[src/rtl/hr_dpwm_pkg.sv]
// Shared defaults and duty-word helpers for the hybrid counter/delay-line DPWM.
package hr_dpwm_pkg;

  localparam int NC_DEF  = 4;
  localparam int NDE_DEF = 64;
  localparam int NF_DEF  = $clog2(NDE_DEF);

  typedef struct packed {
    logic [15:0] coarse;
    logic [15:0] fine;
  } duty_split_t;

  // Split a zero-extended duty word into its coarse (cycle) and fine (tap) fields.
  function automatic duty_split_t duty_split(input logic [31:0] duty, input int nf);
    duty_split_t s;
    s.coarse = 16'(duty >> nf);
    s.fine   = 16'(duty & ((32'd1 << nf) - 32'd1));
    return s;
  endfunction

endpackage

[src/rtl/dl_tap_mux.sv]
// Nde:1 delay-line tap selector; kept as its own cell so placement can balance every tap path.
module dl_tap_mux
  import hr_dpwm_pkg::*;
#(
  parameter int  Nde = NDE_DEF,
  localparam int Nf  = $clog2(Nde)
) (
  input  logic [Nde-1:0] Delay,
  input  logic [Nf-1:0]  sel,
  output logic           tap
);

  assign tap = Delay[sel];

endmodule

[src/rtl/hr_dpwm_core.sv]
// Hybrid DPWM: a coarse counter picks the cycle of the falling edge, a delay-line tap
// picks its position inside that cycle. Duty commands are double-buffered per period.
module hr_dpwm_core
  import hr_dpwm_pkg::*;
#(
  parameter int  Nc  = NC_DEF,
  parameter int  Nde = NDE_DEF,
  localparam int Nf  = $clog2(Nde)
) (
  input  logic             clk,
  input  logic             rst,
  input  logic             en,
  input  logic [Nc+Nf-1:0] duty_in,
  input  logic             duty_valid,
  output logic             duty_ready,
  input  logic [Nde-1:0]   Delay,
  output logic             pwm_out,
  output logic             period_start,
  output logic [Nc+Nf-1:0] duty_active
);

  localparam int DW = Nc + Nf;
  localparam logic [Nc-1:0] CNT_LAST = '1;

  function automatic logic [Nc-1:0] coarse_of(input logic [DW-1:0] d);
    duty_split_t s;
    s = duty_split(32'(d), Nf);
    return s.coarse[Nc-1:0];
  endfunction

  function automatic logic [Nf-1:0] fine_of(input logic [DW-1:0] d);
    duty_split_t s;
    s = duty_split(32'(d), Nf);
    return s.fine[Nf-1:0];
  endfunction

  logic [Nc-1:0] r_cnt;
  logic          r_run;
  logic          r_pwm_q;
  logic          r_match_q;
  logic          r_period_start;
  logic          r_pend_full;
  logic [DW-1:0] r_pend;
  logic [DW-1:0] r_active;

  logic          w_start;
  logic          w_accept;
  logic          w_xfer;
  logic [Nc-1:0] w_cnt_nxt;
  logic [DW-1:0] w_active_nxt;
  logic          w_tap;

  // A period starts on the wrap edge, or on the first enabled edge after en was low
  // (the counter then stays at 0 for that edge so the period is a full 2^Nc cycles).
  assign w_start = en && (!r_run || (r_cnt == CNT_LAST));

  // Handshake: a word transfers on every edge where duty_valid && duty_ready; duty_ready
  // is ~pend_full (registered, no path from duty_valid), and duty_in must stay stable
  // while duty_valid is held against duty_ready=0.
  assign w_accept = duty_valid && !r_pend_full;
  assign w_xfer   = (w_start || !en) && r_pend_full;

  assign w_cnt_nxt    = (!en || w_start) ? '0 : r_cnt + Nc'(1);
  assign w_active_nxt = w_xfer ? r_pend : r_active;

  always_ff @(posedge clk) begin
    if (rst) begin
      r_cnt          <= '0;
      r_run          <= 1'b0;
      r_pwm_q        <= 1'b0;
      r_match_q      <= 1'b0;
      r_period_start <= 1'b0;
      r_pend_full    <= 1'b0;
      r_pend         <= '0;
      r_active       <= '0;
    end else begin
      r_run          <= en;
      r_cnt          <= w_cnt_nxt;
      r_period_start <= w_start;
      r_pend_full    <= w_accept || (r_pend_full && !w_xfer);
      if (w_accept) r_pend <= duty_in;
      if (w_xfer) r_active <= r_pend;
      r_match_q <= en && (w_cnt_nxt == coarse_of(w_active_nxt));
      // Set beats clear so an all-ones duty returns high at the wrap edge.
      if (!en) r_pwm_q <= 1'b0;
      else if (w_start) r_pwm_q <= (w_active_nxt != '0);
      else if (r_match_q) r_pwm_q <= 1'b0;
    end
  end

  dl_tap_mux #(
    .Nde (Nde)
  ) u_tap_mux (
    .Delay (Delay),
    .sel   (fine_of(r_active)),
    .tap   (w_tap)
  );

  assign pwm_out      = r_pwm_q & ~(r_match_q & w_tap);
  assign duty_ready   = ~r_pend_full;
  assign period_start = r_period_start;
  assign duty_active  = r_active;

endmodule
[config.mk]
export PLATFORM = sky130hd
export DESIGN_NAME = hr_dpwm_core
export DESIGN_NICKNAME = d
export VERILOG_FILES = /design/src/rtl/hr_dpwm_pkg.sv /design/src/rtl/dl_tap_mux.sv /design/src/rtl/hr_dpwm_core.sv
export SDC_FILE = /design/constraint.sdc
export NUM_CORES = 1
export LEC_CHECK = 0
export BUFFER_PORTS_ARGS = -buffer_cell sky130_fd_sc_hd__buf_4
export CORE_MARGIN = 2
export CORE_UTILIZATION = 40
export CTS_CLUSTER_DIAMETER = 30
export DETAILED_ROUTE_END_ITERATION = 16
export PLACE_DENSITY = 0.69
export SLEW_MARGIN = 20
export SYNTH_ARGS = -nofsm -noshare
export SYNTH_HDL_FRONTEND = slang
export SYNTH_SLANG_ARGS = --single-unit
[constraint.sdc]
create_clock -name clk -period 4.3 [get_ports clk]
set_clock_uncertainty 0.05 [all_clocks]
set_input_delay 0.86 -clock clk [delete_from_list [all_inputs] [get_ports clk]]
set_output_delay 0.86 -clock clk [all_outputs]
set_load 0.03 [all_outputs]
**Word-level counts from Yosys, hierarchy flattened**

Cells that the tools add are included.

- Logic and storage cells: 38
- Register bits: 29

- Add/subtract/negate cells: 1
- Eq/ne operators: 2
- Reduce and logical (&&, ||, !) cells: 15
- Order comparisons: 1
- Multiplexer cells: 6
- Bitwise logic cells: 5

Operators by type and width:

| kind | count |
|---|---|
| 10-bit 2-to-1 mux | 1 |
| 10-bit nonzero test | 1 |
| 6-bit by 7-bit < comparator with 1-bit output (second input constant) | 1 |
| 1-bit binary-select mux with 6-bit select | 1 |
| 1-bit logical AND | 5 |
| 4-bit by 1-bit adder with 4-bit output (second input constant) | 1 |
| 4-bit == test | 1 |
| 4-bit == test (second input constant) | 1 |
| 1-bit zero test | 4 |
| 4-bit 2-to-1 mux | 1 |
| 1-bit logical OR | 3 |
| 1-bit 2-to-1 mux | 3 |
| 1-bit NOT | 3 |
| 1-bit bitwise AND | 2 |
| 2-bit nonzero test | 1 |
| 2-bit OR reduction | 1 |

**Longest topological paths before layout**

- Word-level depth: 8
- Gate-level depth with buffers: 9
- Depth with buffers taken out: 7

**By module**

Synthesis repeated with hierarchy kept, for this count alone.

- Cell total of the unflattened synthesis: 199
- Area total of the unflattened synthesis: 1829.3 µm²

By module, submodules not included:

| module | area each (µm²) | sequential area each (µm²) | cells each | times used |
|---|---|---|---|---|
| hr_dpwm_core | 1228.7 | 580.6 | 137 | 1 |
| dl_tap_mux | 600.6 | 0.0 | 62 | 1 |

**Least setup slack after synthesis**

Ideal clock, no wire load.

- Kind: in2out
- From: in Delay[15]
- To: out pwm_out
- Setup slack: 1.307 ns
- Arrival: 2.083 ns
- Stages on the path: 5
- Path through: mux4_2 > mux2i_1 > nor3b_1 > o311ai_2 > o211a_1

- Cells in the longest elaborated chain, start to end: 5

Ends and longest elaborated chain:

| what | RTL line | RTL |
|---|---|---|
| start: declaration | hr_dpwm_core.sv:16 | `input logic [Nde-1:0] Delay,` |
| 1-bit binary-select mux with 6-bit select | dl_tap_mux.sv:13 | `assign tap = Delay[sel];` |
| 1-bit 2-to-1 mux (not written as such) | dl_tap_mux.sv:13 |  |
| 1-bit bitwise AND | hr_dpwm_core.sv:99 | `assign pwm_out = r_pwm_q & ~(r_match_q & w_tap);` |
| 1-bit NOT | hr_dpwm_core.sv:99 |  |
| 1-bit bitwise AND | hr_dpwm_core.sv:99 |  |
| end: declaration | hr_dpwm_core.sv:17 | `output logic pwm_out,` |

No other way between the ends. The select of a mux whose other input is x is not followed.

**Final worst setup path**

- From: reg r_active[0], in the netlist duty_active[0]
- To: out pwm_out

- Cells in the longest elaborated chain, start to end: 5

Ends and longest elaborated chain:

| what | RTL line | RTL |
|---|---|---|
| start: declaration | hr_dpwm_core.sv:44 | `logic [DW-1:0] r_active;` |
| start signal: assignment | hr_dpwm_core.sv:82 | `if (w_xfer) r_active <= r_pend;` |
| 1-bit binary-select mux with 6-bit select | dl_tap_mux.sv:13 |  |
| 1-bit 2-to-1 mux (not written as such) | dl_tap_mux.sv:13 |  |
| 1-bit bitwise AND | hr_dpwm_core.sv:99 |  |
| 1-bit NOT | hr_dpwm_core.sv:99 |  |
| 1-bit bitwise AND | hr_dpwm_core.sv:99 |  |

No other way between the ends. The select of a mux whose other input is x is not followed.

==> results_dict.tcl <==
set metrics [dict create \
    initial_core_util_pct 41.3 \
    portBuffers 90 \
    hold_depth 2 \
    ys_warn_count 0 \
    dieArea_sq_um 5010 \
    crit_arrival_ns 2.45 \
    rows 24 \
    outcome "finished clean" \
    synth-compound-area-share_pct 10.4 \
    post-route-min-period_ns 3.36 \
    rr_worst_depth 7 \
    place_congestion 0.743 \
    synth.cell_area_sq_um 1790 \
    drtIter0Drc 63 \
    synth_adder_area_share_pct 0.701 \
    drv_cap 0 \
    die-height_microns 70.8 \
    wl_microns 4810 \
    routed_via_density 5.36 \
    ctsResizeCount 0 \
    synth_top_family_by_area "multiplexers" \
    layout.nets 352 \
    cts.clk_slew.worst_paths_ns 0.07 \
    critPathBufInv 2 \
    synth_cells 187 \
    internal_power_uw 548 \
    hp-class "reg2reg" \
    syn_avg_cell_area_sq_um 9.55 \
    grt_pass1_vias 1607 \
    seq_power_share_pct 40.3 \
    antenna_left 0 \
    n_fill_cell 396 \
    h-tree-depth 2 \
    cts-root-buf "clkbuf_8" \
    clock_latency_ns 0.29 \
    ys_seq_area_share_pct 32.5 \
    antennaDiodeCount 0 \
    first_pass_iters 4 \
    p_per_area_nw_per_um2 281 \
    cts_tree "done" \
    muxShareOfSynthArea_pct 29.4 \
    max_stage_delay_ns 0.53 \
    p_sw_uw 175 \
    finalHoldViolCount 0 \
    p_leak_nw 1.10 \
    io-pin-count 91 \
    cp_data_required_time_ns 3.39 \
    layout-drive-gt1-share_pct 39.8 \
    final-setup-viol-count 0 \
    final.setup.tns_ns 0 \
    cts.path.max_buffers 2 \
    cts_buffers 5 \
    hold_end "r_pend[8]" \
    min_from "r_pend[8]" \
    area_growth_pct 44.3 \
    vias 1747 \
    drc 0 \
    critical_path.top_delay_family "multiplexers" \
    synth.top_cells.by_area "dfxtp_1 33%, mux2i_1 12%, mux4_1 8.8%" \
    maxSlewViolCount 0 \
    irDropWorstVdd_uv 280 \
    antenna_found_initial 0 \
    slowest_stage "mux4_2" \
    synthXorXnorAreaFrac_pct 1.96 \
    combinationalPowerShare_pct 18.1 \
    grt_usage_pct 19.1 \
    yosysTopAreaCell "dfxtp_1" \
    r2r_end "r_match_q" \
    crit_top_cell "buf_4" \
    fp.dieW_microns 70.8 \
    final_area_sq_um 2580 \
    switching_share_pct 24.2 \
    path_class "reg2out" \
    grt_max_degree 27 \
    netlist.area_leader.share_pct 32.5 \
    yosys.area_share.simple_pct 19.6 \
    relSlewSlack_pct 51.0 \
    synth_cell_types 37 \
    overflow 0 \
    worst_pin_slew_ns 0.735 \
    crit_path_end_kind "output pin" \
    cp-start-kind "flip-flop" \
    place_hpwl_microns 3680 \
    grt_pass1_wl_microns 7600 \
    placed_area_sq_um 2460 \
    path_cells "buf_4 > mux4_2 > mux2i_1 > nor3_1 > o311ai_2 > o211a_1 > buf_4" \
    clkSinkCount 29 \
    fin_crit_sh_pct 78.2 \
    ys_seq_elements 29 \
    r2r-start "r_cnt[0]" \
    fmax_mhz 297 \
    postCtsSetupBuffers 0 \
    cts-hold-fix-buffers 0 \
    rsz0062_at_grt "false" \
    syn-num-nets 266 \
    pwr-share-clk_pct 41.7 \
    worstPathMaxFanout 10 \
    coreArea_sq_um 4320 \
    r2r_slack_ns 2.12 \
    wl_per_cell_microns 14.8 \
]
==> layer usage <==
| metal | up-vias | GRT usage (%) | routed length [microns] |
|---|---|---|---|
| met5 | - | 0 | 0 |
| met4 | 0 | 9.22 | 159 |
| met3 | 18 | 3.99 | 230 |
| met2 | 53 | 30.1 | 2370 |
| met1 | 808 | 25.1 | 2050 |
| li1 | 868 | - | - |
==> placed cells by master (no fill, tap or decap), types with 2 or more instances in the layout <==
cell type  instances
a21oi_1           16
a22o_1             2
a31oi_1            2
and2_1             2
buf_4             92
clkbuf_8           6
dfxtp_1           29
inv_1              3
mux2i_1           21
mux4_1             6
mux4_2             7
nand2_1           29
nand3_1           10
nand4_1            2
nor2_1            11
nor2b_1            6
nor3_1             7
nor3b_1            2
o21ai_0            2
xnor2_1            2
xor2_1             2
==> synth_stat cells <==
cell,count
nor4b_1,1
ha_1,1
nand3_1,10
buf_2,4
o2111ai_1,1
buf_4,2
o311ai_2,1
clkbuf_1,5
o21ai_0,2
nand4b_1,1
nor4_1,1
nor2_1,11
o211ai_1,1
nor3b_1,2
or3_1,1
nand4_1,2
a31o_2,1
a31oi_1,2
mux2i_1,21
buf_12,1
o311ai_0,1
a21oi_1,16
o211a_1,1
nand2_1,29
a22o_1,2
nor2b_1,6
xnor2_1,2
and3_1,1
nor3_1,7
xor2_1,2
mux4_1,6
mux4_2,7
inv_1,3
and2_1,2
dfxtp_1,29
buf_6,1
o22ai_1,1
==> per-stage QoR <==
stage	power, mW	std cells	hold slack (ns)	util (%)	worst slack, ns
floorplan	0.359	187	0.386	-	1.31
global placement	0.425	318	0.394	56.8	1.10
detailed placement	0.428	318	0.399	56.8	1.10
CTS	0.725	326	0.408	59.6	0.911
global route	0.751	326	0.422	59.6	0.804
finish	0.723	326	0.407	59.6	0.938
==> worst max path at each step <==
| stage | start | end | slack [ns] | cells past startpoint |
|---|---|---|---|---|
| 3_5_place_dp | Delay[15] | pwm_out | 1.10 | 7 |
| 3_3_place_gp | Delay[15] | pwm_out | 1.10 | 7 |
| 4_1_cts | duty_active[0] | pwm_out | 0.91 | 7 |
| 5_1_grt | duty_active[0] | pwm_out | 0.80 | 7 |
| 2_1_floorplan | Delay[15] | pwm_out | 1.31 | 5 |
| 6_report | duty_active[0] | pwm_out | 0.94 | 7 |
==> worst min-delay path, cell delays in order, from the launching register on <==
cell     delay (ns)
dfxtp_1        0.31
nand2_1        0.05
a21oi_1        0.05
==> registers in the layout, indices dropped and copies added, names as in the netlist <==
name and cells:
duty_active 10, r_cnt 4, r_match_q 1, r_run 1
r_pend_full 1, period_start 1, r_pend 10, r_pwm_q 1
==> final cells by class <==
type | instances | area, sq um | area share [%]
clock buffer | 6 | 82.6 | 3.21
sequential | 29 | 581 | 22.5
clock inverter | 2 | 37.5 | 1.46
multi-input combinational | 142 | 1110 | 43.0
inverter | 3 | 11.3 | 0.437
timing repair buffer | 92 | 691 | 26.8
tap | 52 | 65.1 | 2.53
==> power groups by stage <==
stage          logic, mW  registers [mW]  clock network, mW
2_1_floorplan     0.0635           0.296                  0
3_3_place_gp       0.129           0.297                  0
3_5_place_dp       0.131           0.297                  0
4_1_cts            0.131           0.291              0.302
5_1_grt            0.142           0.292              0.317
6_report           0.131           0.291              0.301
==> cell families (layout without fill, tap and decap cells) <==
logic type	Yosys count	in the layout
fa+ha+maj	1	1
flops	29	29
buf+inv	16	103
mux	34	34
compound gates	29	29
simple gates	74	74
xor+xnor	4	4
Power figures use the tool's default switching activity.
